[src/rtl/ahb_lsu_master_if.sv]
// Signal bundle between the core load/store unit, the AHB-Lite initiator and the data bus.
// The master modport is the initiator's view; slave is the view of the core/bus side.
interface ahb_lsu_master_if #(
    parameter int ADDR_WIDTH = 32
);
    logic                  req_valid;
    logic                  req_ready;
    logic                  req_write;
    logic [1:0]            req_size;
    logic                  req_unsigned;
    logic [ADDR_WIDTH-1:0] req_addr;
    logic [31:0]           req_wdata;

    logic                  rsp_valid;
    logic [31:0]           rsp_rdata;
    logic                  rsp_error;
    logic                  rsp_misalign;

    logic [ADDR_WIDTH-1:0] haddr;
    logic [1:0]            htrans;
    logic                  hwrite;
    logic [2:0]            hsize;
    logic [2:0]            hburst;
    logic [3:0]            hprot;
    logic                  hmastlock;
    logic [31:0]           hwdata;
    logic [31:0]           hrdata;
    logic                  hready;
    logic                  hresp;

    modport master (
        input  req_valid, req_write, req_size, req_unsigned, req_addr, req_wdata,
        input  hrdata, hready, hresp,
        output req_ready, rsp_valid, rsp_rdata, rsp_error, rsp_misalign,
        output haddr, htrans, hwrite, hsize, hburst, hprot, hmastlock, hwdata
    );

    modport slave (
        output req_valid, req_write, req_size, req_unsigned, req_addr, req_wdata,
        output hrdata, hready, hresp,
        input  req_ready, rsp_valid, rsp_rdata, rsp_error, rsp_misalign,
        input  haddr, htrans, hwrite, hsize, hburst, hprot, hmastlock, hwdata
    );
endinterface

[src/rtl/ahb_lsu_master.sv]
// AHB-Lite initiator converting LSU request/response handshakes into pipelined single
// transfers, with byte-lane alignment, load extension, wait-state and error handling.
module ahb_lsu_master #(
    parameter int ADDR_WIDTH = 32,
    parameter int DATA_WIDTH = 32
) (
    input logic              HCLK,
    input logic              HRESETn,
    ahb_lsu_master_if.master bus
);

    typedef enum logic [1:0] {
        ST_IDLE = 2'd0,
        ST_DATA = 2'd1,
        ST_ERR2 = 2'd2
    } state_t;

    state_t state, state_next;

    logic                  aligned;
    logic                  req_ready_int;
    logic                  accept;
    logic                  err_first;
    logic                  dp_done;
    logic                  issue;
    logic [ADDR_WIDTH-1:0] addr_out;

    logic                  dp_valid;
    logic                  dp_write;
    logic [1:0]            dp_size;
    logic                  dp_unsigned;
    logic [1:0]            dp_addr;
    logic                  dp_misalign;
    logic [DATA_WIDTH-1:0] hwdata_q;

    logic [31:0]           lane;
    logic [31:0]           load_ext;

    always_comb begin
        aligned = 1'b0;
        case (bus.req_size)
            2'd0:    aligned = 1'b1;
            2'd1:    aligned = ~bus.req_addr[0];
            2'd2:    aligned = (bus.req_addr[1:0] == 2'b00);
            default: aligned = 1'b0;
        endcase
    end

    // First ERROR cycle: the address presented now must be cancelled, not issued.
    assign err_first     = (state == ST_DATA) & ~dp_misalign & bus.hresp & ~bus.hready;
    assign req_ready_int = HRESETn & bus.hready & (state != ST_ERR2);
    assign accept        = bus.req_valid & req_ready_int;
    assign dp_done       = (state == ST_DATA) & dp_valid & (bus.hready | dp_misalign);
    assign issue         = HRESETn & bus.req_valid & aligned & (state != ST_ERR2) & ~err_first;
    assign addr_out      = issue ? bus.req_addr : '0;

    always_ff @(posedge HCLK or negedge HRESETn) begin
        if (!HRESETn) begin
            state <= ST_IDLE;
        end else begin
            state <= state_next;
        end
    end

    always_comb begin
        state_next = state;
        case (state)
            ST_IDLE: begin
                if (accept) state_next = ST_DATA;
            end
            ST_DATA: begin
                if (err_first)    state_next = ST_ERR2;
                else if (accept)  state_next = ST_DATA;
                else if (dp_done) state_next = ST_IDLE;
            end
            ST_ERR2: begin
                if (bus.hready) state_next = ST_IDLE;
            end
            default: state_next = ST_IDLE;
        endcase
    end

    always_ff @(posedge HCLK or negedge HRESETn) begin
        if (!HRESETn) begin
            dp_valid    <= 1'b0;
            dp_write    <= 1'b0;
            dp_size     <= 2'd0;
            dp_unsigned <= 1'b0;
            dp_addr     <= 2'd0;
            dp_misalign <= 1'b0;
        end else if (accept) begin
            dp_valid    <= 1'b1;
            dp_write    <= bus.req_write;
            dp_size     <= bus.req_size;
            dp_unsigned <= bus.req_unsigned;
            dp_addr     <= bus.req_addr[1:0];
            dp_misalign <= ~aligned;
        end else if (dp_done || ((state == ST_ERR2) && bus.hready)) begin
            dp_valid <= 1'b0;
        end
    end

    // Store data is replicated across all lanes so the slave picks the right bytes by address.
    always_ff @(posedge HCLK or negedge HRESETn) begin
        if (!HRESETn) begin
            hwdata_q <= '0;
        end else if (accept) begin
            case (bus.req_size)
                2'd0:    hwdata_q <= {4{bus.req_wdata[7:0]}};
                2'd1:    hwdata_q <= {2{bus.req_wdata[15:0]}};
                default: hwdata_q <= bus.req_wdata;
            endcase
        end
    end

    always_comb begin
        lane     = bus.hrdata >> {dp_addr, 3'b000};
        load_ext = lane;
        case (dp_size)
            2'd0:    load_ext = dp_unsigned ? {24'd0, lane[7:0]}  : {{24{lane[7]}}, lane[7:0]};
            2'd1:    load_ext = dp_unsigned ? {16'd0, lane[15:0]} : {{16{lane[15]}}, lane[15:0]};
            default: load_ext = lane;
        endcase
    end

    always_comb begin
        bus.req_ready    = req_ready_int;
        bus.htrans       = issue ? 2'b10 : 2'b00;
        bus.haddr        = addr_out;
        bus.hwrite       = issue & bus.req_write;
        bus.hsize        = issue ? {1'b0, bus.req_size} : 3'b000;
        bus.hburst       = 3'b000;
        bus.hprot        = 4'b0011;
        bus.hmastlock    = 1'b0;
        bus.hwdata       = hwdata_q;
        bus.rsp_valid    = 1'b0;
        bus.rsp_rdata    = 32'd0;
        bus.rsp_error    = 1'b0;
        bus.rsp_misalign = 1'b0;
        case (state)
            ST_DATA: begin
                bus.rsp_valid    = dp_done;
                bus.rsp_misalign = dp_valid & dp_misalign;
                if (dp_done && !dp_misalign && !dp_write) bus.rsp_rdata = load_ext;
            end
            ST_ERR2: begin
                bus.rsp_valid = bus.hready;
                bus.rsp_error = bus.hready;
            end
            default: ;
        endcase
    end

endmodule

[src/flat_wrapper.sv]
// flat-port wrapper written by rule: the top's interface ports become plain ports
module ahb_lsu_master_flat 
#(
    parameter int ADDR_WIDTH = 32,
    parameter int DATA_WIDTH = 32
)
  (HCLK, HRESETn, bus_req_valid, bus_req_write, bus_req_size, bus_req_unsigned, bus_req_addr, bus_req_wdata, bus_hrdata, bus_hready, bus_hresp, bus_req_ready, bus_rsp_valid, bus_rsp_rdata, bus_rsp_error, bus_rsp_misalign, bus_haddr, bus_htrans, bus_hwrite, bus_hsize, bus_hburst, bus_hprot, bus_hmastlock, bus_hwdata);
  ahb_lsu_master_if #(.ADDR_WIDTH(ADDR_WIDTH)) bus_i ();
  input logic HCLK;
  input logic HRESETn;
  input wire logic [$bits(bus_i.req_valid)-1:0] bus_req_valid;
  input wire logic [$bits(bus_i.req_write)-1:0] bus_req_write;
  input wire logic [$bits(bus_i.req_size)-1:0] bus_req_size;
  input wire logic [$bits(bus_i.req_unsigned)-1:0] bus_req_unsigned;
  input wire logic [$bits(bus_i.req_addr)-1:0] bus_req_addr;
  input wire logic [$bits(bus_i.req_wdata)-1:0] bus_req_wdata;
  input wire logic [$bits(bus_i.hrdata)-1:0] bus_hrdata;
  input wire logic [$bits(bus_i.hready)-1:0] bus_hready;
  input wire logic [$bits(bus_i.hresp)-1:0] bus_hresp;
  output wire logic [$bits(bus_i.req_ready)-1:0] bus_req_ready;
  output wire logic [$bits(bus_i.rsp_valid)-1:0] bus_rsp_valid;
  output wire logic [$bits(bus_i.rsp_rdata)-1:0] bus_rsp_rdata;
  output wire logic [$bits(bus_i.rsp_error)-1:0] bus_rsp_error;
  output wire logic [$bits(bus_i.rsp_misalign)-1:0] bus_rsp_misalign;
  output wire logic [$bits(bus_i.haddr)-1:0] bus_haddr;
  output wire logic [$bits(bus_i.htrans)-1:0] bus_htrans;
  output wire logic [$bits(bus_i.hwrite)-1:0] bus_hwrite;
  output wire logic [$bits(bus_i.hsize)-1:0] bus_hsize;
  output wire logic [$bits(bus_i.hburst)-1:0] bus_hburst;
  output wire logic [$bits(bus_i.hprot)-1:0] bus_hprot;
  output wire logic [$bits(bus_i.hmastlock)-1:0] bus_hmastlock;
  output wire logic [$bits(bus_i.hwdata)-1:0] bus_hwdata;
  assign bus_i.req_valid = bus_req_valid;
  assign bus_i.req_write = bus_req_write;
  assign bus_i.req_size = bus_req_size;
  assign bus_i.req_unsigned = bus_req_unsigned;
  assign bus_i.req_addr = bus_req_addr;
  assign bus_i.req_wdata = bus_req_wdata;
  assign bus_i.hrdata = bus_hrdata;
  assign bus_i.hready = bus_hready;
  assign bus_i.hresp = bus_hresp;
  assign bus_req_ready = bus_i.req_ready;
  assign bus_rsp_valid = bus_i.rsp_valid;
  assign bus_rsp_rdata = bus_i.rsp_rdata;
  assign bus_rsp_error = bus_i.rsp_error;
  assign bus_rsp_misalign = bus_i.rsp_misalign;
  assign bus_haddr = bus_i.haddr;
  assign bus_htrans = bus_i.htrans;
  assign bus_hwrite = bus_i.hwrite;
  assign bus_hsize = bus_i.hsize;
  assign bus_hburst = bus_i.hburst;
  assign bus_hprot = bus_i.hprot;
  assign bus_hmastlock = bus_i.hmastlock;
  assign bus_hwdata = bus_i.hwdata;
  ahb_lsu_master #(.ADDR_WIDTH(ADDR_WIDTH), .DATA_WIDTH(DATA_WIDTH)) u_core (.HCLK(HCLK), .HRESETn(HRESETn), .bus(bus_i));
endmodule
[config.mk]
export PLATFORM = sky130hd
export DESIGN_NAME = ahb_lsu_master_flat
export DESIGN_NICKNAME = d
export VERILOG_FILES = /design/src/rtl/ahb_lsu_master_if.sv /design/src/rtl/ahb_lsu_master.sv /design/src/flat_wrapper.sv
export SDC_FILE = /design/constraint.sdc
export NUM_CORES = 1
export LEC_CHECK = 0
export CORE_MARGIN = 10
export CORE_UTILIZATION = 33
export CTS_CLUSTER_DIAMETER = 50
export CTS_CLUSTER_SIZE = 10
export DETAILED_ROUTE_END_ITERATION = 8
export PLACE_DENSITY = 0.77
export SLEW_MARGIN = 20
export SYNTH_ARGS = -nofsm -noshare
export SYNTH_HDL_FRONTEND = slang
export SYNTH_SLANG_ARGS = --single-unit
[constraint.sdc]
create_clock -name HCLK -period 2.02 [get_ports HCLK]
set_clock_uncertainty 0.1 [all_clocks]
set_input_delay 0.303 -clock HCLK [delete_from_list [all_inputs] [get_ports HCLK]]
set_output_delay 0.303 -clock HCLK [all_outputs]
set_load 0.05 [all_outputs]
== Yosys cells after proc, flatten, opt, wreduce, memory -nomap -nowiden ==
Index checks and enable logic that the tools add are counted.
Storage, ports and cells
  bits in registers: 42
  latch bits: 0
  bits in writable memories: 0
  ROM bits: 0
  bits of input ports: 105
  output and inout bits: 114
  word-level logic and storage cells: 71
  memories kept: 0
Cells by class
  add/sub/neg operators: 0
  multipliers: 0
  divide/modulo/power cells: 0
  magnitude comparators: 0
  equality and inequality tests: 9
  shift-type cells: 1
  multiplexer cells: 21
  bitwise logic cells: 20
  reductions and logical operators: 12
Operators by type and width (count)
  32-bit 2-to-1 mux: 5
  32-bit case mux with 2 select lines: 2
  32-bit by 5-bit right shift with 32-bit output: 1
  1-bit AND: 14
  2-bit 2-to-1 mux: 7
  2-bit logical NOT: 4
  2-bit by 1-bit == test with 1-bit output, second input constant: 3
  2-bit case mux with 3 select lines: 1
  1-bit NOT: 5
  2-bit == test, second input constant: 2
  1-bit 2-to-1 mux: 4
  2-bit != test, second input constant: 2
  4-bit by 1-bit != test with 1-bit output, second input constant: 1
  1-bit logical AND: 3
  1-bit case mux with 3 select lines: 1
  3-bit AND reduction: 1
  1-bit logical NOT: 2
  2-bit by 1-bit != test with 1-bit output, second input constant: 1
  1-bit case mux with 2 select lines: 1
  2-bit nonzero test: 1
  1-bit logical OR: 1
  1-bit OR: 1

== Longest topological paths before layout ==
  depth after elaboration: 7
  gate-level depth with buffers: 9
  depth with buffers taken out: 5

== Worst setup path after synthesis ==
OpenSTA, ideal clock, no wires.
  path type: register -> output
  start point: register u_core.state[1]
  end point: output bus_rsp_rdata[22]
  data arrival time: 2756 ps
  data required time: 1617 ps
  path slack: -1139 ps
  cell stages (with the launch flop): 9
  path buffers: 3
  cells stage by stage: dfrtp_1 inv_1 ha_1 clkbuf_2 and4b_1 or4b_1 clkbuf_1 buf_2 o21ai_0
Between the ends
  word-level cells in the longest chain between the ends: 7
Ends and longest elaborated chain
  from (decl): RTL line ahb_lsu_master.sv:18  | state_t state, state_next;
  from (signal assigned): RTL line ahb_lsu_master.sv:61  | state <= state_next;
  2-bit by 1-bit == test with 1-bit output (*): RTL line ahb_lsu_master.sv:53, ahb_lsu_master.sv:140
  1-bit AND (2 in a row): RTL line ahb_lsu_master.sv:53  | assign dp_done = (state == ST_DATA) & dp_valid & (bus.hready | dp_misalign);
  1-bit logical AND (2 in a row): RTL line ahb_lsu_master.sv:144  | if (dp_done && !dp_misalign && !dp_write) bus.rsp_rdata = load_ext;
  32-bit 2-to-1 mux: RTL line ahb_lsu_master.sv:144
  32-bit 2-to-1 mux (*): RTL line ahb_lsu_master.sv:140  | case (state)
  to (decl): RTL line flat_wrapper.sv:22  | output wire logic [$bits(bus_i.rsp_rdata)-1:0] bus_rsp_rdata;
Every way passes the cells marked *; elsewhere a longest branch is shown, timed or not.

== Worst setup path in the final report ==
  start point: register u_core.state[0]
  end point: output bus_rsp_rdata[28]
The elaborated chain is that of the path after synthesis.

==> summary.md <==
| Metric | Value |
|---|---|
| Clk Latency, worst-skew pair | 290 ps |
| # diodes | 0 |
| Setup WS pre-CTS | -558 ps |
| Cell breakdown of the critical path | buf_4 > ha_4 > and4b_1 > or4b_4 > buf_16 > o22ai_4 > buf_12 |
| Relative slew slack | roughly 63% |
| Worst Hold Class | primary input to asynchronous set/reset pin |
| EDFF count, synth | 0 |
| Starting Density | 33.4% |
| CTS H-tree depth | 2 |
| Clk slew on worst S/H paths | around 80 ps |
| Fin cells | 741 |
| First-pass GRT wire length | 23500 um |
| Distinct cells, synth | 46 |
| Unrepaired setup endpoints after global routing | yes |
| Max cap viols | 0 |
| Endpoints failing setup | 69 |
| Failing checks | negative setup slack |
| Final min period | 2610 ps |
| Final Hold Viols | 0 |
| Total power per unit cell area | 917 nW/um^2 |
| Crit path DAT | roughly 2200 ps |
| Wire length per cell | 20.3 um |
| Total GRT Usage | 20.2% |
| WL final | approximately 15000 um |
| Synthesis-stage register bit count | 42 |
| CP top delay family | simple AND/OR/NAND/NOR gates |
| Initial DRC count | 140 |
| Initial antenna violation count | 0 |
| Vias in the first global route | ~4100 |
| Yosys warns | 0 |
| Worst setup SP type | flop |
| Mapped Area | 3240 um^2 |
| Horiz. Die Dim | 119 um |
| Pin count of the biggest net entering global routing | slightly below 50 |
| Worst slew pin tran | 547 ps |
| FFs w/ async S/R, synth | 100% |
| CP bufs+invs | 3 |
| CP max stage delay | around 540 ps |
| Die area | 14200 um^2 |
| Vias/cell | 5.03 |
| Primary FF master, synth | dfrtp_1 |
| Register area share after synthesis | 32.5% |
| CTS tree | built |
| Post-Syn Area per Cell | about 9 um^2 |
| Slowest-stage cell, CP | or4b_4 |
| Post-route antenna net violation count | 0 |
| Clk buf depth | 2 |
| Total core area | about 9700 um^2 |
| Rows | 36 |
| # port buffers | 208 |
| Vias | about 3700 |
| Fmax | 384 MHz |
| Crit. End Element | primary output |
| CTS Root Cell | clkbuf_8 |
| Total grt overflow | 0 |
| Critical path type | flop to primary output |
| Leak Pwr | 0.00307 uW |
| IO Pins | 219 |
| Final #Nets | 715 |
| Layout cells sized above 1 | ~46% |
| Final Core Density | 76.8% |
| Crit share post-route | 129% |
| Syn Inst Count | 357 |
| DRC viols | 0 |
| Outcome | complete, but fails checks |
| Maximum VDD drop | 0.000809 V |
| DRT Pass-1 Iters | 5 |
| Die Y-Extent | around 120 um |
| Clock Sinks | 42 |
| Worst setup margin | -587 ps |
| Final HPWL DP | 12000 um |
| Post-placement cell area | 6850 um^2 |
| Area delta synth->final | 130% |
| Final Instance Area | roughly 7400 um^2 |
| Required @ worst endpoint | 1620 ps |
| Dpl cells | 722 |
| Total CTS buffers | 5 |
| Critical Path Fanout Max | 8 |
| Filler cell count | ~640 |
| Gpl congestion | roughly 0.86 |
| Max Slew Vio Count | 0 |
-- worst paths after layout --
kind                                              startpoint                                end  slack [ps]  cells after the start
setup / recovery                 u_core.state[0]$_DFFE_PN0P_                  bus_rsp_rdata[28]        -590                      7
max in group asynchronous                            HRESETn  u_core.bus.hwdata[14]$_DFFE_PN0P_        1270                      3
hold / removal                                       HRESETn  u_core.bus.hwdata[16]$_DFFE_PN0P_          10                      2
hold reg to reg            u_core.bus.hwdata[19]$_DFFE_PN0P_  u_core.bus.hwdata[19]$_DFFE_PN0P_         390                      2
setup reg to reg                 u_core.state[0]$_DFFE_PN0P_   u_core.bus.hwdata[3]$_DFFE_PN0P_         120                      7
min in group HCLK          u_core.bus.hwdata[19]$_DFFE_PN0P_  u_core.bus.hwdata[19]$_DFFE_PN0P_         390                      2
-- cells in the mapped netlist, drive strengths merged (2+ instances only) --
library cell,instances,share of area [%]
mux2i,31,9.6
buf,22,4.4
nand3,9,1.4
nor3b,35,8.3
conb,2,0.23
ha,3,1.2
nor2,12,1.6
inv,13,1.5
a21oi,10,1.5
clkbuf,21,2.5
mux2,39,14
o21ai,35,5.4
a32oi,8,2.2
nor3,2,0.31
nand2,29,3.4
a2111oi,2,0.54
or2,2,0.39
o22ai,9,1.7
dfrtp,42,32
a211oi,8,1.9
and2,3,0.58
nor2b,4,0.77
-- where the power goes --
| group | total, uW | switching, uW | internal, uW |
|---|---|---|---|
| Sequential | 1410 | 222 | 1180 |
| Combinational | 4840 | 2800 | 2030 |
| Clock | 578 | 303 | 275 |
-- flip-flops by register name, summed over array words and instances (netlist names) --
name,flops
u_core.dp_write,1
u_core.dp_addr,2
u_core.dp_misalign,1
u_core.bus.hwdata,32
u_core.dp_size,2
u_core.dp_valid,1
u_core.state,2
u_core.dp_unsigned,1
-- what timing repair did --
item                                    in CTS  in global routing
endpoints found under the hold margin        8                  0
endpoints found under the setup margin      70                 70
gates cloned                                 4                  1
pin swaps                                   12                  4
hold buffers                                 1                  0
setup buffers                                4                  3
resized for setup                           72                  6
-- per-layer routing --
metal	track usage, %	vias up	share of wire (%)
met4	4.05	0	1.9
met3	7.04	24	8.4
met5	0	-	0
met1	21.7	1771	38
met2	37.3	155	51
li1	-	1774	-
-- per-stage QoR --
step                      setup TNS [ps]  power [uW]  hold slack (ps)
after floorplan                   -18470        4260            -92.6
final                             -28560        6820             10.7
after CTS                         -29030        6800             24.0
after global routing              -34070        7170             54.6
after global placement            -22390        5850              189
after detailed placement          -22970        5950              201
-- worst reg2reg max path: stages, from the launching register on --
cell and delay, ps:
dfrtp_1 390, buf_4 140, inv_2 70, ha_4 140
buf_4 120, nand4b_1 200, buf_12 260, mux2_2 390
-- area by class of cell --
type	count	area, um^2	area share [%]
Clock inverter	2	12.5	0.168
Tap cell	133	166	2.24
Inverter	13	48.8	0.656
Timing Repair Buffer	278	3270	43.9
Multi-Input combinational cell	267	2810	37.7
Clock buffer	6	82.6	1.11
Sequential cell	42	1050	14.1
-- cells in the final DEF, fill, tap and decap left out, types with 2 or more instances in the layout --
cell	instances
clkdlybuf4s50_1	132
buf_4	50
buf_12	47
dfrtp_1	41
buf_6	40
mux2_2	38
nor3b_4	34
mux2i_1	31
nand2_1	29
o21ai_0	27
inv_1	11
nor2_1	10
conb_1	10
a21oi_4	9
nand3_1	9
o22ai_4	8
a32oi_1	8
o21ai_4	7
a211oi_4	7
clkbuf_8	6
buf_16	4
inv_2	2
nor2_4	2
or2_2	2
nor2b_4	2
nor2b_1	2
a2111oi_0	2
ha_4	2
buf_8	2
-- kinds of logic after synthesis --
logic type      Yosys count  share of synthesized area [%]
compound gates           77                           14.6
xor+xnor                  1                          0.271
fa+ha+maj                 3                           1.16
buf+inv                  56                           8.35
flops                    42                           32.5
mux                      71                           24.0
other cells               2                          0.232
simple gates            105                           19.0
Note: power is estimated with default switching activity, not from simulation.
